## config.mk

```make
export PLATFORM = sky130hd
export DESIGN_NAME = ooo_flush_ctrl
export DESIGN_NICKNAME = d
export VERILOG_FILES = /design/src/rtl/rv32i_types_pkg.sv /design/src/rtl/flush_perf_cnt.sv /design/src/rtl/ooo_flush_ctrl.sv
export SDC_FILE = /design/constraint.sdc
export NUM_CORES = 1
export LEC_CHECK = 0
export ABC_AREA = 1
export BUFFER_PORTS_ARGS = -buffer_cell sky130_fd_sc_hd__clkbuf_2
export CAP_MARGIN = 20
export CELL_PAD_IN_SITES_DETAIL_PLACEMENT = 0
export CELL_PAD_IN_SITES_GLOBAL_PLACEMENT = 2
export CORE_ASPECT_RATIO = 0.5
export CORE_UTILIZATION = 25
export DETAILED_ROUTE_END_ITERATION = 10
export HOLD_SLACK_MARGIN = 0.12
export PLACE_DENSITY = 0.82
export SLEW_MARGIN = 20
export SYNTH_ARGS = -nofsm -noshare
export SYNTH_HDL_FRONTEND = slang
export SYNTH_SLANG_ARGS = --single-unit
```

## constraint.sdc

```tcl
create_clock -name CLK -period 3.29 [get_ports CLK]
set_input_delay 0.329 -clock CLK [delete_from_list [all_inputs] [get_ports CLK]]
set_output_delay 0.329 -clock CLK [all_outputs]
set_load 0.01 [all_outputs]
```

## src/rtl/rv32i_types_pkg.sv

```systemverilog
// Shared RV32I core types: machine word plus the recovery sequencer state and cause encodings.
package rv32i_types_pkg;

  localparam int unsigned XLEN = 32;

  typedef logic [XLEN-1:0] word_t;

  typedef enum logic [1:0] {
    IDLE,
    DRAIN,
    FLUSH,
    REDIRECT
  } flush_state_t;

  typedef enum logic [1:0] {
    NONE,
    EXC,
    MISP,
    IFENCE
  } flush_cause_t;

  // ifence must also wait for the ROB to retire so the icache sees all older stores
  function automatic logic drain_needed(flush_cause_t cause, logic mem_busy, logic rob_empty);
    return mem_busy | ((cause == IFENCE) & ~rob_empty);
  endfunction

endpackage

```

## src/rtl/flush_perf_cnt.sv

```systemverilog
// Three saturating performance counters for the recovery sequencer (used with FLUSH_PERF_CNT_EN).
module flush_perf_cnt #(
  parameter int unsigned CNT_W = 32
) (
  input  logic             CLK,
  input  logic             RST,
  input  logic             inc_exc,
  input  logic             inc_misp,
  input  logic             inc_stall,
  output logic [CNT_W-1:0] perf_exc,
  output logic [CNT_W-1:0] perf_misp,
  output logic [CNT_W-1:0] perf_stall
);

  logic [CNT_W-1:0] exc_q, exc_d;
  logic [CNT_W-1:0] misp_q, misp_d;
  logic [CNT_W-1:0] stall_q, stall_d;

  // Increment unless already at all-ones
  always_comb begin
    exc_d   = exc_q;
    misp_d  = misp_q;
    stall_d = stall_q;
    if (inc_exc && (exc_q != '1))     exc_d   = exc_q + CNT_W'(1);
    if (inc_misp && (misp_q != '1))   misp_d  = misp_q + CNT_W'(1);
    if (inc_stall && (stall_q != '1)) stall_d = stall_q + CNT_W'(1);
  end

  always_ff @(posedge CLK) begin
    if (RST) begin
      exc_q   <= '0;
      misp_q  <= '0;
      stall_q <= '0;
    end else begin
      exc_q   <= exc_d;
      misp_q  <= misp_d;
      stall_q <= stall_d;
    end
  end

  assign perf_exc   = exc_q;
  assign perf_misp  = misp_q;
  assign perf_stall = stall_q;

endmodule

```

## src/rtl/ooo_flush_ctrl.sv

```systemverilog
// Pipeline recovery sequencer: drain memory, flush stages, redirect fetch on exception/mispredict/ifence.
// Define FLUSH_PERF_CNT_EN to build the saturating perf counters; otherwise they read as zero.
module ooo_flush_ctrl
  import rv32i_types_pkg::*;
#(
  parameter int unsigned FLUSH_CYCLES = 2,
  parameter int unsigned CNT_W        = 32
) (
  input  logic             CLK,
  input  logic             RST,
  input  logic             exc_req,
  input  logic [31:0]      priv_pc,
  input  logic             mispredict,
  input  logic [31:0]      brj_addr,
  input  logic             ifence,
  input  logic [31:0]      ifence_pc,
  input  logic             d_mem_busy,
  input  logic             rob_empty,
  output logic             fetch_decode_flush,
  output logic             decode_execute_flush,
  output logic             execute_commit_flush,
  output logic             loadstore_flush,
  output logic             ifence_flush,
  output logic             stall_fetch_decode,
  output logic             npc_sel,
  output logic             insert_priv_pc,
  output logic [31:0]      redirect_pc,
  output logic             busy,
  output logic [CNT_W-1:0] perf_exc,
  output logic [CNT_W-1:0] perf_misp,
  output logic [CNT_W-1:0] perf_stall
);

  localparam int unsigned CW = 4;
  localparam logic [CW-1:0] FLUSH_LAST = CW'(FLUSH_CYCLES - 1);

  flush_state_t  state_q, state_d;
  flush_cause_t  cause_q, cause_d;
  word_t         target_q, target_d;
  logic [CW-1:0] count_q, count_d;
  logic          flush_q, flush_d;
  logic          ifl_q, ifl_d;
  logic          stall_q, stall_d;
  logic          npc_q, npc_d;
  logic          priv_q, priv_d;
  logic          busy_q, busy_d;
  word_t         redirect_pc_q, redirect_pc_d;

  // Next-state logic; outputs are decoded from the next state so they register in step with it
  always_comb begin
    state_d  = state_q;
    cause_d  = cause_q;
    target_d = target_q;
    count_d  = count_q;
    case (state_q)
      IDLE: begin
        if (exc_req) begin
          cause_d  = EXC;
          target_d = priv_pc;
        end else if (mispredict) begin
          cause_d  = MISP;
          target_d = brj_addr;
        end else if (ifence) begin
          cause_d  = IFENCE;
          target_d = ifence_pc;
        end
        if (exc_req || mispredict || ifence) begin
          state_d = drain_needed(cause_d, d_mem_busy, rob_empty) ? DRAIN : FLUSH;
          count_d = FLUSH_LAST;
        end
      end
      DRAIN: begin
        if (!drain_needed(cause_q, d_mem_busy, rob_empty)) begin
          state_d = FLUSH;
          count_d = FLUSH_LAST;
        end
      end
      FLUSH: begin
        if (count_q == '0) state_d = REDIRECT;
        else               count_d = count_q - CW'(1);
      end
      default: state_d = IDLE;
    endcase

    // A late exception takes over an in-progress younger recovery
    if (((state_q == DRAIN) || (state_q == FLUSH)) && exc_req && (cause_q != EXC)) begin
      cause_d  = EXC;
      target_d = priv_pc;
      state_d  = d_mem_busy ? DRAIN : FLUSH;
      count_d  = FLUSH_LAST;
    end

    flush_d       = (state_d == FLUSH);
    ifl_d         = (state_d == FLUSH) && (cause_d == IFENCE);
    stall_d       = (state_d == DRAIN) || (state_d == FLUSH);
    npc_d         = (state_d == REDIRECT);
    priv_d        = (state_d == REDIRECT) && (cause_d == EXC);
    busy_d        = (state_d != IDLE);
    redirect_pc_d = npc_d ? target_d : redirect_pc_q;
  end

  always_ff @(posedge CLK) begin
    if (RST) begin
      state_q       <= IDLE;
      cause_q       <= NONE;
      target_q      <= '0;
      count_q       <= '0;
      flush_q       <= 1'b0;
      ifl_q         <= 1'b0;
      stall_q       <= 1'b0;
      npc_q         <= 1'b0;
      priv_q        <= 1'b0;
      busy_q        <= 1'b0;
      redirect_pc_q <= '0;
    end else begin
      state_q       <= state_d;
      cause_q       <= cause_d;
      target_q      <= target_d;
      count_q       <= count_d;
      flush_q       <= flush_d;
      ifl_q         <= ifl_d;
      stall_q       <= stall_d;
      npc_q         <= npc_d;
      priv_q        <= priv_d;
      busy_q        <= busy_d;
      redirect_pc_q <= redirect_pc_d;
    end
  end

  assign fetch_decode_flush   = flush_q;
  assign decode_execute_flush = flush_q;
  assign execute_commit_flush = flush_q;
  assign loadstore_flush      = flush_q;
  assign ifence_flush         = ifl_q;
  assign stall_fetch_decode   = stall_q;
  assign npc_sel              = npc_q;
  assign insert_priv_pc       = priv_q;
  assign redirect_pc          = redirect_pc_q;
  assign busy                 = busy_q;

`ifdef FLUSH_PERF_CNT_EN
  logic inc_exc, inc_misp;

  // REDIRECT always lasts one cycle, so entering it is simply state_d == REDIRECT
  assign inc_exc  = (state_d == REDIRECT) && (cause_d == EXC);
  assign inc_misp = (state_d == REDIRECT) && (cause_d == MISP);

  flush_perf_cnt #(
    .CNT_W(CNT_W)
  ) u_perf (
    .CLK       (CLK),
    .RST       (RST),
    .inc_exc   (inc_exc),
    .inc_misp  (inc_misp),
    .inc_stall (busy_q),
    .perf_exc  (perf_exc),
    .perf_misp (perf_misp),
    .perf_stall(perf_stall)
  );
`else
  assign perf_exc   = '0;
  assign perf_misp  = '0;
  assign perf_stall = '0;
`endif

endmodule

```

==> run metrics <==
CP delay by family, top adder cells; CTS tree built; critical path class reg2reg; Crit path buffers/inverters 4; Worst path max stage delay 0.46 ns; sw frac 43.3%; Cell Int Power 2970 uW; die height 105 um; layout cell share with drive strength beyond 1 29.8%; #FFs+latches synth 78; vias in the first global route 4443; area delta synth->final 15.7%; NumNets Final 944; num rows 37; deepest level of the CTS H-tree 3; Critical Path RT 3.56 ns; reg2reg start state_q[1]; type of element capturing the critical path register; WL final 14900 um; VDD IR-drop max 0.000287 V; final max-slew violation count 0; via-per-instance ratio 4.28; die area 21900 um^2; gr usage total 13.6%; dpl hpwl 10800 um; initial antenna violation count 0; Pwr Density 852 nW/um^2; CP arrival 3.20 ns; r2r worst-path depth 12; drt initial violations 214; RSZ-0062 raised after global routing false; slew margin rel. 30.8%; CTS buffer count 9; largest net degree at the start of global routing 66; GRT overflow 0; Sum Neg Setup Slack 0 ns; final hold vios 0; Hold Crit Endpoint target_q[3]; root buffer cell clkbuf_16; Longest Clk Path Bufs 2; crit path max fanout 28; distinct cell type count after synthesis 28; Hold Path Depth 3; port bufs 143; hold buffers post-CTS 0; Gate power share 49.5%; wire per inst 13.4 um; CP cell instances inv_1 -> ha_2 -> nand2_1 -> a21oi_4 -> inv_6 -> nor2_1 -> a21oi_4 -> inv_1 -> ha_2 -> buf_12 -> o21ai_0 -> a21oi_2; Seq. cell area 1560 um^2; Worst setup SP type register; synthesized area per cell 7.41 um^2; core region area 20700 um^2; PostCTS Resize Cnt 0; clk_skew 0.00934 ns; ANT cells 0; Max-Cap Viols 0; hold path start priv_pc[3]; Crit-path slowest cell ha_2; min cycle time layout 2.93 ns; global-route wire length before repair 23500 um; Syn Std Cell Area 5310 um^2; Placed Cells incl. Taps 1093; clk slew on worst S/H paths 0.07 ns; Tightest Pin Transition 1.03 ns; sw power 2270 uW; Syn Inst Count 717; Multi-input gate area 2840 um^2; die width 208 um; Seq/Total Area, Yosys 29.4%; Initial Util 25.7%; YS warnings 0; fmax 342 MHz; fin crit share 88.9%; Final Setup Violations 0; Clk network pwr share 22.1%; fill count 2262; share of power burned in registers 28.4%; DR DRC count 0; postcts setup bufs 0; Hold Crit Class in2reg; via count 4745; DRT antenna net count 0; leakage 0.00295 uW; register-to-register setup slack 0.36 ns; # IOs 240; drt pass-1 iters 4; Clk Latency, worst-skew pair 0.34 ns; RePlAce Congestion 0.787; worst r2r dst redirect_pc[26]; Cell Count, Final, Fillers Out 1109; clock sink count 78; status finished, final reports clean
[per-stage QoR]
step                worst slack (ns)  hold slack [ns]  area (um^2)  util [%]  total power, uW
floorplan                      0.727            0.459         5670         -             3550
CTS                            0.311            0.261         6150      29.7             5300
global route                   0.105            0.275         6150      29.7             5670
finish                         0.365            0.272         6150      29.7             5240
detailed placement             0.337            0.480         5800      28.0             4130
global placement               0.453            0.478         5800      28.0             4090
[cells in the mapped netlist]
cell,n,area [um^2]
nand4_1,1,6.26
a21oi_1,39,195
dfxtp_1,78,1560
buf_1,3,11.3
nand2_1,115,432
nand2_2,4,25.0
a21oi_4,2,32.5
inv_2,3,11.3
buf_6,13,146
nand2_4,1,11.3
nand3_1,35,175
nor2_1,50,188
o21ai_1,5,25.0
conb_1,1,3.75
nor3_1,7,35.0
a211oi_1,1,7.51
ha_1,10,125
o21ai_2,31,272
a21oi_2,29,254
o21ai_0,34,170
inv_6,1,8.76
buf_4,100,751
clkbuf_1,13,48.8
nor2_2,3,18.8
inv_1,55,206
o211ai_1,64,480
buf_2,18,90.1
nand4_4,1,21.3
[final cells by class]
class	instances	share of cell area, %
clock inverter	7	1.97
clock buffer	9	3.66
sequential	78	25.4
inverter	59	3.68
multi-input combinational	528	46.2
timing repair buffer	155	13.5
tap	273	5.56
[flip-flops by register name (all words and copies together) (netlist names)]
register	count
insert_priv_pc	1
npc_sel	1
busy	1
cause_q	2
ifence_flush	1
stall_fetch_decode	1
count_q	4
decode_execute_flush	1
target_q	32
state_q	2
redirect_pc	32
[kinds of logic after synthesis]
logic type	synth area share (%)
other	0.0706
and+or+nand+nor	17.2
AOI/OAI and AO/OA	27.0
adders and majority gates	2.36
buffers and inverters	24.0
DFF	29.4
[power by group through the flow]
stage	registers [uW]	clock network (uW)	logic, uW
6_report	1490	1160	2590
5_1_grt	1520	1230	2910
4_1_cts	1490	1190	2620
3_5_place_dp	1510	0	2620
3_3_place_gp	1510	0	2590
2_1_floorplan	1500	0	2040
[routing by layer]
layer | wire [um] | vias to the layer above | track usage (%)
met5 | 0 | - | 0
met4 | 245 | 0 | 4.29
met2 | 7280 | 130 | 23.9
met1 | 6790 | 2181 | 16.7
met3 | 587 | 17 | 2.65
li1 | - | 2417 | -
[worst max-delay path by stage]
stage	start	end	cells after the start
floorplan	state_q[0]	redirect_pc[0]	12
global placement	state_q[1]	redirect_pc[30]	12
detailed placement	state_q[1]	redirect_pc[26]	12
CTS	state_q[1]	redirect_pc[26]	12
global route	state_q[1]	redirect_pc[26]	12
finish	state_q[1]	redirect_pc[26]	12
[cell usage in the layout, fill, tap and decap left out, drive strengths merged]
cell type	synthesis	final
o21ai	70	70
bufinv	0	3
nor3	7	7
clkinv	0	1
dfxtp	78	78
a211oi	1	1
nand3	35	35
conb	1	96
nor2	53	53
a21oi	70	70
buf	134	12
clkbuf	13	152
nand2	120	120
clkinvlp	0	3
inv	59	59
ha	10	10
o211ai	64	64
nand4	2	2
[worst reg2reg max path, delay by kind of cell, from the launching register on]
family	cells	cell delay [ns]
adders and majority gates	2	0.79
and+or+nand+nor	2	0.29
DFF	1	0.43
AOI/OAI and AO/OA	4	0.74
buffers and inverters	4	0.61
Power figures use the tool's default switching activity.
